### src/rtl/ble_pkt_loader.sv
// ble_pkt_loader: SPI-fed BLE packet slot loader with independent byte streamer; define BLE_PKT_CHECKSUM_EN to enable the XOR checksum byte
module ble_pkt_loader #(
    parameter int DATA_W  = 8,
    parameter int MAX_LEN = 64,
    parameter int SLOTS   = 2
) (
    input  logic              pll_clko,
    input  logic              ble_rst,
    input  logic              rx_valid_i,
    input  logic [DATA_W-1:0] rx_data_i,
    output logic              out_valid_o,
    output logic [DATA_W-1:0] out_data_o,
    output logic              out_last_o,
    input  logic              out_ready_i,
    output logic [SLOTS-1:0]  slot_valid_o,
    output logic              tx_busy_o,
    output logic              err_o
);
    localparam int LW = $clog2(MAX_LEN + 1);
    localparam int SW = SLOTS > 1 ? $clog2(SLOTS) : 1;
    localparam int AW = SLOTS * MAX_LEN > 1 ? $clog2(SLOTS * MAX_LEN) : 1;
    localparam logic [2:0] S_IDLE = 3'd0;
    localparam logic [2:0] S_SLOT = 3'd1;
    localparam logic [2:0] S_LEN  = 3'd2;
    localparam logic [2:0] S_DATA = 3'd3;
    localparam logic [2:0] S_TSEL = 3'd5;
`ifdef BLE_PKT_CHECKSUM_EN
    localparam logic [2:0] S_CHK  = 3'd4;
    logic [DATA_W-1:0] csum_q, csum_d;
`endif
    logic [2:0]        state_q, state_d;
    logic [SW-1:0]     wslot_q, wslot_d;
    logic [LW-1:0]     idx_q, idx_d;
    logic [SLOTS-1:0]  slot_valid_q, slot_valid_d;
    logic              err_q, err_d;
    logic              mem_we, len_we, tx_start;
    logic [DATA_W-1:0] mem_q [SLOTS*MAX_LEN];
    logic [LW-1:0]     len_q [SLOTS];
    logic              tx_busy_q, out_valid_q, out_last_q;
    logic [SW-1:0]     tx_slot_q;
    logic [LW-1:0]     rd_idx_q;
    logic [DATA_W-1:0] out_data_q;
    logic [AW-1:0]     waddr, raddr;
    logic              slot_ok, len_ok, tsel_ok, data_end, ld, done;

    assign slot_ok  = rx_data_i < DATA_W'(SLOTS) && !(tx_busy_q && rx_data_i[SW-1:0] == tx_slot_q);
    assign len_ok   = rx_data_i != '0 && rx_data_i <= DATA_W'(MAX_LEN);
    assign tsel_ok  = rx_data_i < DATA_W'(SLOTS) && slot_valid_q[rx_data_i[SW-1:0]] && !tx_busy_q;
    assign data_end = idx_q + 1'b1 == len_q[wslot_q];
    assign waddr    = AW'(wslot_q) * AW'(MAX_LEN) + AW'(idx_q);
    assign raddr    = AW'(tx_slot_q) * AW'(MAX_LEN) + AW'(rd_idx_q);
    assign ld       = tx_busy_q && rd_idx_q != len_q[tx_slot_q] && (!out_valid_q || out_ready_i);
    assign done     = out_valid_q && out_ready_i && out_last_q;

    // Command parser: advances one state per received byte
    always_comb begin
        state_d      = state_q;
        wslot_d      = wslot_q;
        idx_d        = idx_q;
        slot_valid_d = slot_valid_q;
        err_d        = 1'b0;
        mem_we       = 1'b0;
        len_we       = 1'b0;
        tx_start     = 1'b0;
`ifdef BLE_PKT_CHECKSUM_EN
        csum_d       = csum_q;
`endif
        if (rx_valid_i) begin
            case (state_q)
                S_IDLE: state_d = rx_data_i == DATA_W'(8'hAA) ? S_SLOT :
                                  rx_data_i == DATA_W'(8'h55) ? S_TSEL : S_IDLE;
                S_SLOT: begin
                    wslot_d = slot_ok ? rx_data_i[SW-1:0] : wslot_q;
                    state_d = slot_ok ? S_LEN : S_IDLE;
                    err_d   = !slot_ok;
                end
                S_LEN: begin
                    len_we  = len_ok;
                    idx_d   = '0;
                    state_d = len_ok ? S_DATA : S_IDLE;
                    err_d   = !len_ok;
                    if (len_ok) slot_valid_d[wslot_q] = 1'b0;
`ifdef BLE_PKT_CHECKSUM_EN
                    csum_d  = '0;
`endif
                end
                S_DATA: begin
                    mem_we = 1'b1;
                    idx_d  = idx_q + 1'b1;
`ifdef BLE_PKT_CHECKSUM_EN
                    csum_d  = csum_q ^ rx_data_i;
                    state_d = data_end ? S_CHK : S_DATA;
`else
                    state_d = data_end ? S_IDLE : S_DATA;
                    if (data_end) slot_valid_d[wslot_q] = 1'b1;
`endif
                end
`ifdef BLE_PKT_CHECKSUM_EN
                S_CHK: begin
                    state_d = S_IDLE;
                    err_d   = rx_data_i != csum_q;
                    if (rx_data_i == csum_q) slot_valid_d[wslot_q] = 1'b1;
                end
`endif
                S_TSEL: begin
                    tx_start = tsel_ok;
                    err_d    = !tsel_ok;
                    state_d  = S_IDLE;
                end
                default: state_d = S_IDLE;
            endcase
        end
    end

    // Parser state registers
    always_ff @(posedge pll_clko or negedge ble_rst) begin
        if (!ble_rst) begin
            state_q      <= S_IDLE;
            wslot_q      <= '0;
            idx_q        <= '0;
            slot_valid_q <= '0;
            err_q        <= 1'b0;
`ifdef BLE_PKT_CHECKSUM_EN
            csum_q       <= '0;
`endif
        end else begin
            state_q      <= state_d;
            wslot_q      <= wslot_d;
            idx_q        <= idx_d;
            slot_valid_q <= slot_valid_d;
            err_q        <= err_d;
`ifdef BLE_PKT_CHECKSUM_EN
            csum_q       <= csum_d;
`endif
        end
    end

    // Packet memory and per-slot lengths; deliberately not reset
    always_ff @(posedge pll_clko) begin
        if (mem_we) mem_q[waddr] <= rx_data_i;
        if (len_we) len_q[wslot_q] <= LW'(rx_data_i);
    end

    // Streamer: memory read lands directly in the output register, refilled only when it is empty or draining
    always_ff @(posedge pll_clko or negedge ble_rst) begin
        if (!ble_rst) begin
            tx_busy_q   <= 1'b0;
            tx_slot_q   <= '0;
            rd_idx_q    <= '0;
            out_valid_q <= 1'b0;
            out_last_q  <= 1'b0;
            out_data_q  <= '0;
        end else begin
            if (done) begin
                tx_busy_q   <= 1'b0;
                out_valid_q <= 1'b0;
                out_last_q  <= 1'b0;
            end else if (ld) begin
                out_valid_q <= 1'b1;
                out_data_q  <= mem_q[raddr];
                out_last_q  <= rd_idx_q + 1'b1 == len_q[tx_slot_q];
                rd_idx_q    <= rd_idx_q + 1'b1;
            end else if (out_valid_q && out_ready_i) begin
                out_valid_q <= 1'b0;
            end
            if (tx_start) begin
                tx_busy_q <= 1'b1;
                tx_slot_q <= rx_data_i[SW-1:0];
                rd_idx_q  <= '0;
            end
        end
    end

    assign out_valid_o  = out_valid_q;
    assign out_data_o   = out_data_q;
    assign out_last_o   = out_last_q;
    assign slot_valid_o = slot_valid_q;
    assign tx_busy_o    = tx_busy_q;
    assign err_o        = err_q;
endmodule

### config.mk
export PLATFORM = sky130hd
export DESIGN_NAME = ble_pkt_loader
export DESIGN_NICKNAME = d
export VERILOG_FILES = /design/src/rtl/ble_pkt_loader.sv
export SDC_FILE = /design/constraint.sdc
export NUM_CORES = 1
export LEC_CHECK = 0
export BUFFER_PORTS_ARGS = -buffer_cell sky130_fd_sc_hd__buf_4
export CAP_MARGIN = 5
export CORE_UTILIZATION = 40
export DETAILED_ROUTE_END_ITERATION = 16
export PLACE_DENSITY = 0.56
export SLEW_MARGIN = 30
export SYNTH_ARGS = -nofsm -noshare
export SYNTH_HDL_FRONTEND = slang
export SYNTH_SLANG_ARGS = --single-unit
export TNS_END_PERCENT = 30
### constraint.sdc
create_clock -name pll_clko -period 2.7 [get_ports pll_clko]
set_input_delay 0.27 -clock pll_clko [delete_from_list [all_inputs] [get_ports pll_clko]]
set_output_delay 0.27 -clock pll_clko [all_outputs]
set_load 0.05 [all_outputs]
* Word level (Yosys, flattened, before mapping)
Memories as Yosys holds them, arrays and structs flattened. A register that Yosys moved wholly into a read port is not among the register bits.
Index checks and enable logic that the tools add are counted.
** Operators by class
- Bitwise logic cells :: 4
- Reductions and logical operators :: 30
- Magnitude comparators :: 5
- Muxes and demuxes :: 36
- Add/subtract/negate cells :: 4
- Eq/ne operators :: 13
** Operators by type and width (number)
- $mux 1 :: 21
- $mux 7 :: 3
- $add 7x1->7 const B :: 2
- $add 7x7->7 :: 2
- $eq 7x7->1 :: 2
- $pmux 7 s2 :: 1
- $pmux 3 s4 :: 1
- $logic_and 1x1->1 :: 10
- $mux 2 :: 5
- $eq 8x7->1 const B :: 1
- $eq 8x8->1 const B :: 1
- $le 8x7->1 const B :: 1
- $lt 8x2->1 const B :: 1
- $reduce_bool 2->1 :: 4
- $reduce_bool 8->1 :: 1
- $logic_not 1->1 :: 7
- $ne 7x7->1 :: 1
- $eq 3x2->1 const B :: 2
- $mux 3 :: 2
- $ne 2x2->1 const B :: 3
- $reduce_and 2->1 :: 3
- $lt 1x2->1 const B :: 2
- $pmux 2 s2 :: 1
- $reduce_and 4->1 :: 1
- 14 further kinds :: 14
** Word-level totals
- Output and inout bits :: 14
- Memories kept :: 2
- Word-level logic and storage cells :: 104
- Memory bits (writable) :: 1038
- Input port bits :: 12
- Bits in registers :: 25
** Memories
- mem_q :: depth 128, width 8, read ports 1, clocked after memory_dff 1, wr ports 1, RTL line 37 : logic [DATA_W-1:0] mem_q [SLOTS*MAX_LEN];
- len_q :: depth 2, width 7, read ports 2, clocked after memory_dff 0, wr ports 1, RTL line 38 : logic [LW-1:0] len_q [SLOTS];

* Logic depth before layout (Yosys ltp)
- Depth in word-level cells :: 8
- Gate-level depth with buffers :: 10
- Depth with buffers taken out :: 7

* Worst setup path before layout
OpenSTA, ideal clock, no wires.
- Kind :: register to register
- From :: reg state_q[2]
- To :: mem mem_q[54][0], enable pin
- Path buffers :: 2
- Stages on the path, launching flop included :: 9
- Path slack :: 0.267 ns
- Data required time :: 2.330 ns
- Library setup time :: 0.370 ns
- Period minus slack after synthesis :: 2.433 ns
- Arrival :: 2.063 ns
- Cell sequence :: dfrtp_1 -> nor2b_1 -> and2_1 -> clkbuf_1 -> nand2_1 -> nor2_1 -> nand3_1 -> clkbuf_1 -> nor2_1
** On the way
- Word-level cells in the longest chain between the ends :: 5
** Ends and longest elaborated chain
- from (decl) :: RTL line 31 : logic [2:0] state_q, state_d;
- from (signal assigned) :: RTL line 127 : state_q <= state_d;
- $eq 3x2->1 :: RTL line 69 : case (state_q)
- $mux 1 :: RTL line 69
- $mux 1 :: RTL line 68 : if (rx_valid_i) begin
- $mux 1 :: RTL line 140 : if (mem_we) mem_q[waddr] <= rx_data_i;
- $mux 1 (implied by the code) :: RTL line 140
- to (decl) :: RTL line 37
Every way passes these cells.

* Worst setup path in the final report
- From :: reg rd_idx_q[0]
- To :: reg out_data_q[3], in the netlist out_data_o[3], read port of mem_q
** On the way
- Word-level cells in the longest chain between the ends :: 4
- Elaborated cells between the ends (all ways) :: 5
- Those cells by class :: add/sub: 1; eq/ne: 1; reduce/logical: 3
** Ends and longest elaborated chain
- from (decl) :: RTL line 41 : logic [LW-1:0] rd_idx_q;
- from (signal assigned) :: RTL line 162 : rd_idx_q <= rd_idx_q + 1'b1;
- branches (longest 4 deep; another with $add 7x7->7)
- to (decl) :: RTL line 42 : logic [DATA_W-1:0] out_data_q;
Parallel ways; which one is timed is not known.
A chain may end at the register's enable or synchronous reset.

==> metrics.json <==
{
  "yosys.area_share.simple_pct": 3.96,
  "regToRegStartpoint": "rd_idx_q[0]",
  "pin_count": 26,
  "synth_xor_xnor_area_share_pct": 0.594,
  "static-leakage-power_nw": 16.2,
  "power_per_cell_area_mw_per_mm2": 651,
  "drcViolationCount": 4,
  "clock_sinks": 1071,
  "hold_path_class": "input pin to asynchronous set/reset pin",
  "timing_worst_setup_path_type": "flop to flop",
  "cts_max_level": 3,
  "synth-async-reset-ratio_pct": 3.08,
  "synth_compound_gate_area_share_pct": 4.57,
  "finalWirelength_mm": 112,
  "timing.critical_path.arrival_ps": 3290,
  "number_of_enable_type_register_cells_in_the_synthesized_netlist": 1038,
  "status": "complete, but fails checks",
  "peak_supply_drop_v": 0.000516,
  "setup_repair_after_global_routing_missed_its_margin": "true",
  "path_clk_slew_ps": 60,
  "gr-usage-met3_pct": 3.81,
  "maxCapViolCount": 0,
  "synth.ff_latch_count": 1071,
  "finalSetupViolCount": 5,
  "timing.final.ws_setup_ps": -47.4,
  "fmax_mhz": 364,
  "reg2regPathDepth": 10,
  "synthAdderAreaFrac_pct": 0.0588,
  "port-buffer-count": 25,
  "post_route_total_power_mw": 33.3,
  "cp-end-kind": "flop",
  "synthesis.nets": 2247,
  "areaGrowthSynthToFinish_pct": 20.2,
  "report.final.hold_viol_count": 0,
  "grt_first_pass_wirelength_mm": 164,
  "finalInstanceArea_sq_mm": 0.0511,
  "cts_inserted_buffers": 108,
  "overall_via_count_from_detail_route": 22900,
  "clk_path_buf_depth": 3,
  "layout_common_cells": "edfxtp_1, buf_4, mux2i_1",
  "floorplan.core_area_sq_mm": 0.105,
  "global_route.usage.met1_pct": 28.9,
  "antenna_violations_before_repair": 4,
  "syn_avg_cell_area_sq_um": 19.0,
  "tritoncts_clock_tree": "yes",
  "slew-limit-headroom_pct": 32.6,
  "skew_ps": 21.2,
  "drtPass1Iterations": 12,
  "top_usage_layer": "met2",
  "detail_route.vias_per_cell": 5.58,
  "die_h_um": 328,
  "synth_mux_area_share_pct": 13.8,
  "maxSlewViolCount": 0,
  "fp.dieW_um": 328,
  "antenna_left": 0,
  "grt_remaining_overflow": 0,
  "die_footprint_sq_mm": 0.108,
  "post_synth_num_cell_types": 61,
  "worst_setup_path_start_kind": "flop",
  "finalWorstPathRequiredPeriod_ps": 2750,
  "postSynthCellCount": 2233,
  "detailedPlace.worstSlack_ps": -865,
  "post_drt_wl_per_cell_um": 27.2,
  "hpwlAfterDp_mm": 71.3,
  "critPathMaxFanout": 8,
  "routabilityCongestion": 0.835,
  "number_of_global_route_vias_before_repair": 23500,
  "ys.flop_type": "edfxtp_1",
  "setup_total_negative_slack_ps": -151,
  "synth.cell_area_sq_mm": 0.0425,
  "master_cell_of_the_clock_root_buffer": "clkbuf_16",
  "failed_checks": "design-rule violations, negative setup slack",
  "tightest_slew_ps": 1010,
  "drive_above_1_share_pct": 28.8,
  "synth_top_family_by_area": "multiplexers",
  "total_cell_area_at_the_placement_stage_sq_mm": 0.0467,
  "site_rows": 119,
  "initial_core_util_pct": 40.4,
  "required_ps": 3240,
  "overall_track_demand_over_capacity_in_global_routing_pct": 21.0,
  "yosys_warnings": 0,
  "synth.yosys.seq_area_share_pct": 75.2,
  "globalRouteMet2Util_pct": 34.2,
  "layout_commonest_cell": "edfxtp_1",
  "clock_insertion_delay_worst_skew_ps": 690,
  "drt_first_iter_violations": 2489,
  "maximum_number_of_pins_on_one_net_before_global_route_repair": 132,
  "min_period_over_period_pct": 102,
  "timing.reg2reg.setup_slack_ps": -50,
  "worst_flop_to_flop_path_endpoint": "out_data_o[3]",
  "nNetsFinal": 2633
}
==> Yosys cell counts, types with 18 or more instances <==
library cell / number / share of area [%]
a21oi_1: 21 / 0.25
nor2_1: 172 / 1.5
o22ai_1: 20 / 0.29
nand3_1: 23 / 0.27
mux4_2: 156 / 8.3
clkbuf_1: 41 / 0.36
buf_4: 26 / 0.46
nand2_1: 65 / 0.57
a22oi_1: 59 / 1.0
o21ai_0: 24 / 0.28
mux2i_1: 184 / 4.3
nor2b_1: 18 / 0.26
edfxtp_1: 1038 / 73
xnor2_1: 20 / 0.41
buf_2: 44 / 0.52
dfrtp_1: 33 / 1.9
o211ai_1: 50 / 0.88
==> cell type report <==
type | instances | area [sq um]
clock buffer | 124 | 2820
tap | 1391 | 1740
sequential | 1071 | 32000
multi-input combinational | 1025 | 10100
antenna | 1 | 2.50
timing repair buffer | 403 | 3770
fill | 8692 | 54300
clock inverter | 74 | 657
inverter | 10 | 37.5
==> how the worst max path moves through the flow <==
stage                      startpoint            end  slack [ps]  cells after the start
after floorplan            state_q[2]   mem_q[54][0]         270                      8
after global placement    rd_idx_q[0]  out_data_o[3]        -940                      7
after detailed placement  rd_idx_q[0]  out_data_o[3]        -870                      7
after CTS                 rd_idx_q[0]  out_data_o[6]         -70                      9
after global routing      rd_idx_q[0]  out_data_o[0]        -150                     10
final                     rd_idx_q[0]  out_data_o[3]         -50                     10
==> repair_timing <==
action,CTS,global route
gates resized for setup,51,27
endpoints found under the setup margin,9,8
pin swaps,21,10
endpoints found under the hold margin,50,0
hold buffers,7,0
gates cloned,6,1
setup buffers,24,11
==> metal layers <==
| metal | wire length (um) | vias to the layer above |
|---|---|---|
| met1 | 47600 | 12000 |
| met5 | 0 | - |
| met4 | 2650 | 0 |
| li1 | - | 9912 |
| met3 | 7190 | 170 |
| met2 | 54200 | 793 |
==> report_power, final <==
part,switching (mW),leakage (nW),internal (mW)
registers,0.00386,9.77,18.2
logic,0.332,4.74,0.0463
clock network,6.24,1.69,8.42
==> kinds of logic (layout without fill, tap and decap cells) <==
| logic type | Yosys count | count (layout) |
|---|---|---|
| fa+ha+maj | 2 | 2 |
| compound gates | 265 | 265 |
| flops | 1071 | 1071 |
| xor+xnor | 28 | 28 |
| other cells | 0 | 1 |
| buf+inv | 137 | 611 |
| mux | 363 | 363 |
| simple gates | 367 | 367 |
==> through the flow <==
| stage | instances | hold WS (ps) | utilization (%) |
|---|---|---|---|
| global route | 4098 | 145 | 48.5 |
| detailed placement | 3855 | 282 | 44.3 |
| global placement | 3855 | 279 | 44.3 |
| finish | 4099 | 113 | 48.5 |
| CTS | 4087 | 108 | 48.3 |
| floorplan | 2233 | -25.6 | - |
==> worst max-delay path, cell delays in order, from the launching register on <==
cell	delay (ps)
dfrtp_4	440
buf_12	170
bufbuf_16	290
buf_4	200
and2_1	240
buf_4	170
a22oi_1	150
o211ai_1	140
nand4_1	220
nor4_4	470
a211oi_1	90
==> flip-flops by register name, summed over array words and instances, names as in the netlist, 3 cells and up, named ones only <==
signal / count
mem_q: 1024
out_data_o: 8
len_q: 14
state_q: 3
rd_idx_q: 7
idx_q: 7
Power figures use the tool's default switching activity.
